## src/rtl/empty_ptr_storage.sv

```systemverilog
// rtl/empty_ptr_storage.sv - free-address pool for the data table RAM
// Self-initialising circular FIFO of table addresses with show-ahead output.
package hash_table;
  localparam int TABLE_ADDR_WIDTH = 4;
endpackage

module empty_ptr_storage #(
  parameter int A_WIDTH = hash_table::TABLE_ADDR_WIDTH
) (
  input  logic               clk_i,
  input  logic               rst_i,
  input  logic               srst_i,
  input  logic [A_WIDTH-1:0] add_empty_ptr_i,
  input  logic               add_empty_ptr_en_i,
  output logic [A_WIDTH-1:0] next_empty_ptr_o,
  output logic               next_empty_ptr_val_o,
  input  logic               next_empty_ptr_rd_ack_i,
  output logic               init_done_o,
  output logic [A_WIDTH:0]   free_cnt_o,
  output logic               overflow_o,
  output logic               underflow_o
);

  localparam int DEPTH = 2 ** A_WIDTH;
  localparam logic [A_WIDTH:0]   FULL_CNT = DEPTH[A_WIDTH:0];
  localparam logic [A_WIDTH-1:0] ONE_A    = 1;
  localparam logic [A_WIDTH:0]   ONE_C    = 1;

  localparam logic [0:0] INIT_S  = 1'b0;
  localparam logic [0:0] READY_S = 1'b1;

  logic [0:0]         state_q, state_d;
  logic [A_WIDTH-1:0] init_cnt_q, init_cnt_d;
  logic [A_WIDTH-1:0] rd_ptr_q, rd_ptr_d;
  logic [A_WIDTH-1:0] wr_ptr_q, wr_ptr_d;
  logic [A_WIDTH:0]   free_cnt_q, free_cnt_d;
  logic               init_done_q, init_done_d;
  logic               overflow_q, overflow_d;
  logic               underflow_q, underflow_d;

  logic [A_WIDTH-1:0] mem_q [DEPTH];
  logic               mem_we;
  logic [A_WIDTH-1:0] mem_waddr;
  logic [A_WIDTH-1:0] mem_wdata;

  logic val;
  logic pop;
  logic add_ok;

  assign val    = (state_q == READY_S) && (free_cnt_q != '0);
  assign pop    = val && next_empty_ptr_rd_ack_i;
  // A simultaneous pop frees a slot, so a full pool can still take the add.
  assign add_ok = (state_q == READY_S) && add_empty_ptr_en_i &&
                  ((free_cnt_q != FULL_CNT) || pop);

  always_comb begin
    state_d     = state_q;
    init_cnt_d  = init_cnt_q;
    rd_ptr_d    = rd_ptr_q;
    wr_ptr_d    = wr_ptr_q;
    free_cnt_d  = free_cnt_q;
    init_done_d = init_done_q;
    overflow_d  = overflow_q;
    underflow_d = underflow_q;
    mem_we      = 1'b0;
    mem_waddr   = wr_ptr_q;
    mem_wdata   = add_empty_ptr_i;

    if (srst_i) begin
      state_d     = INIT_S;
      init_cnt_d  = '0;
      rd_ptr_d    = '0;
      wr_ptr_d    = '0;
      free_cnt_d  = '0;
      init_done_d = 1'b0;
      overflow_d  = 1'b0;
      underflow_d = 1'b0;
    end else begin
      if (next_empty_ptr_rd_ack_i && !val) underflow_d = 1'b1;
      if (add_empty_ptr_en_i && !add_ok)   overflow_d  = 1'b1;

      if (state_q == INIT_S) begin
        mem_we     = 1'b1;
        mem_waddr  = init_cnt_q;
        mem_wdata  = init_cnt_q;
        init_cnt_d = init_cnt_q + ONE_A;
        wr_ptr_d   = wr_ptr_q + ONE_A;
        free_cnt_d = free_cnt_q + ONE_C;
        // wr_ptr wraps to 0 and free_cnt reaches DEPTH on the last write.
        if (&init_cnt_q) begin
          state_d     = READY_S;
          init_done_d = 1'b1;
        end
      end else begin
        if (pop) rd_ptr_d = rd_ptr_q + ONE_A;
        if (add_ok) begin
          mem_we   = 1'b1;
          wr_ptr_d = wr_ptr_q + ONE_A;
        end
        if (add_ok && !pop)      free_cnt_d = free_cnt_q + ONE_C;
        else if (!add_ok && pop) free_cnt_d = free_cnt_q - ONE_C;
      end
    end
  end

  always_ff @(posedge clk_i or posedge rst_i) begin
    if (rst_i) begin
      state_q     <= INIT_S;
      init_cnt_q  <= '0;
      rd_ptr_q    <= '0;
      wr_ptr_q    <= '0;
      free_cnt_q  <= '0;
      init_done_q <= 1'b0;
      overflow_q  <= 1'b0;
      underflow_q <= 1'b0;
    end else begin
      state_q     <= state_d;
      init_cnt_q  <= init_cnt_d;
      rd_ptr_q    <= rd_ptr_d;
      wr_ptr_q    <= wr_ptr_d;
      free_cnt_q  <= free_cnt_d;
      init_done_q <= init_done_d;
      overflow_q  <= overflow_d;
      underflow_q <= underflow_d;
    end
  end

  always_ff @(posedge clk_i) begin
    if (mem_we) mem_q[mem_waddr] <= mem_wdata;
  end

  assign next_empty_ptr_o     = val ? mem_q[rd_ptr_q] : '0;
  assign next_empty_ptr_val_o = val;
  assign init_done_o          = init_done_q;
  assign free_cnt_o           = free_cnt_q;
  assign overflow_o           = overflow_q;
  assign underflow_o          = underflow_q;

endmodule

```

## config.mk

```make
export PLATFORM = sky130hd
export DESIGN_NAME = empty_ptr_storage
export DESIGN_NICKNAME = d
export VERILOG_FILES = /design/src/rtl/empty_ptr_storage.sv
export SDC_FILE = /design/constraint.sdc
export NUM_CORES = 1
export LEC_CHECK = 0
export CAP_MARGIN = 20
export CORE_UTILIZATION = 59
export DETAILED_ROUTE_END_ITERATION = 6
export GPL_ROUTABILITY_DRIVEN = 0
export GPL_TIMING_DRIVEN = 0
export HOLD_SLACK_MARGIN = 0.06
export PLACE_DENSITY = 0.79
export SLEW_MARGIN = 20
export SYNTH_ARGS = -nofsm -noshare
export SYNTH_HDL_FRONTEND = slang
export SYNTH_SLANG_ARGS = --single-unit
```

## constraint.sdc

```tcl
create_clock -name clk_i -period 3.6 [get_ports clk_i]
set_clock_uncertainty 0.05 [all_clocks]
set_input_delay 0.72 -clock clk_i [delete_from_list [all_inputs] [get_ports clk_i]]
set_output_delay 0.72 -clock clk_i [all_outputs]
set_load 0.01 [all_outputs]
```

# Word-level counts from Yosys, hierarchy flattened
# Memories as Yosys holds them, arrays and structs flattened.
# Index checks and enable logic that the tools add are counted.
# word_totals
n_memories	1
out_inout_bits	13
ramBits	64
regBits	21
input_bits	9
elab_cells	71
# memory_table
memory	depth	word_bits	read_ports	rd_ports_with_merged_regs	wr	line	source
mem_q	16	4	1	0	1	41	logic [A_WIDTH-1:0] mem_q [DEPTH];
# classes
n_eq_ne	4
add_sub_neg	5
muxes	32
n_reduce_logical	21
# op_table
operator	count
4-bit two-way mux	13
5-bit two-way mux	4
1-bit two-way mux	15
4-bit by 1-bit adder with 4-bit output (second input constant)	3
2-bit nonzero test	5
1-bit logical AND	8
5-bit by 1-bit adder with 5-bit output (second input constant)	1
5-bit != test (second input constant)	1
5-bit nonzero test	1
5-bit by 1-bit subtractor with 5-bit output (second input constant)	1
4-bit by 2-bit != test with 1-bit output (second input constant)	1
2-bit AND reduction	2
4-bit AND reduction	1
1-bit zero test	3
3-bit by 2-bit != test with 1-bit output (second input constant)	1
2-bit != test (second input constant)	1
1-bit logical OR	1

# Longest topological paths before layout
# logic_depth
word_depth	11
depth_mapped	10
ltp_nobuf	10

# Worst setup path after synthesis
# Ideal clock, no wire load.
# synth_path
path_kind	register to register
start	register free_cnt_q[0] (netlist: free_cnt_o[0])
end	register free_cnt_q[3] (netlist: free_cnt_o[3])
path_stages_with_launch	11
required_time_ps	3422
path_buffers	0
period_less_slack_ps	2740
setup_slack_ps	860
t_arrival_ps	2562
setup_ps	128
path_cell_list	dfrtp_1 inv_1 ha_1 or3b_4 o21ai_4 nor2_1 ha_1 nand2b_1 a21boi_0 a32oi_1 mux2_1
# synth_between
elab_chain_len	9
elab_cells_between_ends	17
classes_between	2 x add/sub; 2 x eq/ne; 4 x mux; 9 x reduce/logical
# synth_lines
element	line	source
start, declared	36	logic [A_WIDTH:0] free_cnt_q, free_cnt_d;
start signal, assigned	121	free_cnt_q <= free_cnt_d;
parallel branches: the longest is 9 deep, another holds 5-bit by 1-bit subtractor with 5-bit output	-	
# Parallel ways; which one is timed is not known. The select of a mux whose other input is x is not followed.
# A chain may end at the register's enable or synchronous reset.

# Final worst setup path
# layout_path
start	register rd_ptr_q[0]
end	output next_empty_ptr_o[0]
# layout_between
elab_chain_len	2
# layout_lines
element	line	source
start, declared	34	logic [A_WIDTH-1:0] rd_ptr_q, rd_ptr_d;
start signal, assigned	119	rd_ptr_q <= rd_ptr_d;
memory 16 x 4 bit	-	
4-bit two-way mux	132	assign next_empty_ptr_o = val ? mem_q[rd_ptr_q] : '0;
end, declared	15	output logic [A_WIDTH-1:0] next_empty_ptr_o,
# No other way between the ends.

==> results.yml <==
timing:
  tightest_slew_ns: 0.8238
  finalHoldViolCount: 0
  finalSetupViolCount: 0
  finalCriticalPeriod_ns: 3.260
  finalMaxSlewViolations: 0
  setup_tns_ns: 0
  min_period_over_period_pct: 90.55
  slew_headroom_pct: 45.02
  max_freq_ghz: 0.3068
  rsz0062_at_grt: "no"
critical_path:
  crit_path_end: "next_empty_ptr_o[0]"
  rr_worst_depth: 10
  crit_path_end_kind: "output pin"
  worst-path-max-fanout: 9
  cp.arrival_ns: 2.49
  ff2ff_setup_slack_ns: 0.61
  startpoint_type: "flop"
  r2r-end: "free_cnt_o[3]"
  crit_type: "flop to output pin"
  crit_start: "rd_ptr_q[0]"
  required_ns: 2.83
  rr_startpoint: "free_cnt_o[0]"
clock_tree:
  clock-sinks: 85
  root_buffer: "clkbuf_8"
  h-tree-depth: 3
  numCtsBuffers: 9
  cts_tree: "yes"
  cts_hold_buffers: 0
  clk_pin_slew_ns: 0.09
  cts_resized: 0
  clkLatencyLatePin_ns: 0.35
  post_cts_buffers: 0
  ctsLongestPathBuffers: 2
routing:
  drtIter0Drc: 116
  dr.pass1.iters: 4
  wirelength_mm: 7.494
  wl_per_cell_um: 19.17
  wl_met3_um: 410
  dr_wl_met2_mm: 3.571
  route.vias.total: 2386
  avgViaCountPerCell: 6.102
  top_layer: "met4"
  met1Wirelength_mm: 3.404
  drtAntennaViolNets: 0
  drc: 0
cells_and_area:
  diodes: 0
  final_common_cell: "edfxtp_1"
  fin_nets: 324
  fillerInstances: 450
  multi_input_area_sq_mm: 0.001448
  area_delta_synth_final_pct: 12.46
  most-common-layout-cells: "edfxtp_1 (64), nor2_1 (27), dfrtp_1 (21), clkdlybuf4s50_1 (21), nand2_1 (18)"
  regArea_sq_mm: 0.002447
  drive_gt1_share_pct: 14.97
floorplanning:
  dieWidth_um: 84.32
  core_area_sq_mm: 0.006459
  io_pins: 22
  row_count: 29
  die_area_sq_mm: 0.007109
  start_util_pct: 61.89
  die_h_um: 84.32
outcome:
  status: "finished, final reports clean"
synthesis:
  yosysSeqAreaShare_pct: 61.22
  yosys.area.top_type_share_pct: 48.08
  ys_async_sr_fraction_pct: 24.71
  synth-edff-count: 64
  yosysWarnings: 0
  ys_ff_latch: 85
  ys.flop_type: "edfxtp_1"
  synth_cell_types: 49
  syn-cell-area_sq_mm: 0.003998
  netlist_top_cells_area: "edfxtp_1 (48%), dfrtp_1 (13%), mux4_1 (6.6%), mux4_2 (3.4%), nor2_1 (2.5%)"
  synth_nets: 292
  syn_inst: 277
  synth_area_per_cell_sq_um: 14.43
  synth_top_area_cell: "edfxtp_1"
placement:
  port_buffers: 21
  hpwl_mm: 5.209
grt:
  antenna_found_initial: 0
  grt_pass1_vias: 2342
  overflow: 0
  grt_pass1_wl_mm: 12.27
  grt_max_degree: 22
  track_usage_pct: 23.31
pwr:
  p_comb_share_pct: 7.3
  power.leakage_nw: 1.586
  internal_power_mw: 1.406
  switching_share_pct: 25.16
  clkPwrFrac_pct: 34.1
  p_sw_uw: 472.6
  ir_worst_vdd_v: 0.0004536
  power_mw: 1.878
  power_density_mw_per_mm2: 417.8
  power_frac_seq_pct: 58.6
hold_path:
  hold_class: "flop to flop"
flow_run:
  drv_cap: 0
cells in the mapped netlist (all sizes together) (5+ instances only):
cell type  number
nand2b          5
nand2          18
inv             6
mux4           16
mux2            6
a21oi          10
nor2b          13
nor2           28
edfxtp         64
buf            13
o21ai           6
a211oi          8
ha              6
dfrtp          21
mux2i          10
cells by family after synthesis:
kind of cell             Yosys count  synth area share [%]
AO/OA/AOI/OAI                     38                 7.105
XOR/XNOR                           6                 1.315
adder cells (fa/ha/maj)            6                 1.878
buffers and inverters             20                 2.566
flip-flops                        85                 61.22
multiplexers                      32                 14.15
AND/OR/NAND/NOR                   90                 11.77
stage by stage:
step	util, %	worst slack (ns)	instances	instance area, sq um	hold WS [ns]
finish	69.60	0.3402	391	4496	0.4658
global route	69.60	0.1862	391	4496	0.4906
CTS	69.60	0.3098	391	4496	0.4672
detailed placement	66.64	0.2443	375	4304	0.4435
global placement	66.64	0.3061	375	4304	0.4364
floorplan	-	0.8605	277	3998	0.4764
critical path, stage by stage, from the launching register on:
cell and delay, ns:
dfrtp_1 0.39, buf_6 0.18, mux4_2 0.52, nor2b_1 0.15, a211oi_1 0.28, a211oi_1 0.10, clkdlybuf4s50_1 0.51
state kept, by name, summed over array words and instances (netlist names):
register / count
init_done_o: 1
rd_ptr_q: 4
overflow_o: 1
wr_ptr_q: 4
mem_q: 64
init_cnt_q: 4
state_q: 1
underflow_o: 1
free_cnt_o: 5
how the worst min path moves through the flow:
stage,end,depth (start not counted),slack (ns),from
6_report,underflow_o,2,0.47,underflow_o
5_1_grt,underflow_o,2,0.49,underflow_o
4_1_cts,underflow_o,2,0.47,underflow_o
3_5_place_dp,underflow_o,2,0.44,underflow_o
3_3_place_gp,init_done_o,2,0.44,init_done_o
2_1_floorplan,underflow_o,2,0.48,underflow_o
layer usage:
layer / up-vias / GRT usage, %
met3: 10 / 5.113
met5: - / 0
met1: 1181 / 33.63
li1: 1125 / -
met2: 70 / 36.59
met4: 0 / 6.270
power groups by stage:
stage | registers (mW) | logic [mW] | clock network (mW)
after floorplan | 1.12 | 0.0876 | 0
after global placement | 1.12 | 0.132 | 0
after CTS | 1.10 | 0.139 | 0.649
final | 1.10 | 0.138 | 0.640
after detailed placement | 1.12 | 0.138 | 0
after global routing | 1.10 | 0.153 | 0.694
final cells by class:
| type | instances | area share (%) |
|---|---|---|
| plain buffers | 14 | 1.781 |
| well taps | 77 | 2.143 |
| flip-flops and latches | 85 | 54.44 |
| clock inverters | 7 | 1.503 |
| clock buffers | 9 | 2.755 |
| inverters | 6 | 0.5010 |
| multi-input cells | 172 | 32.20 |
| repair buffers | 21 | 4.676 |
Power figures use the tool's default switching activity.
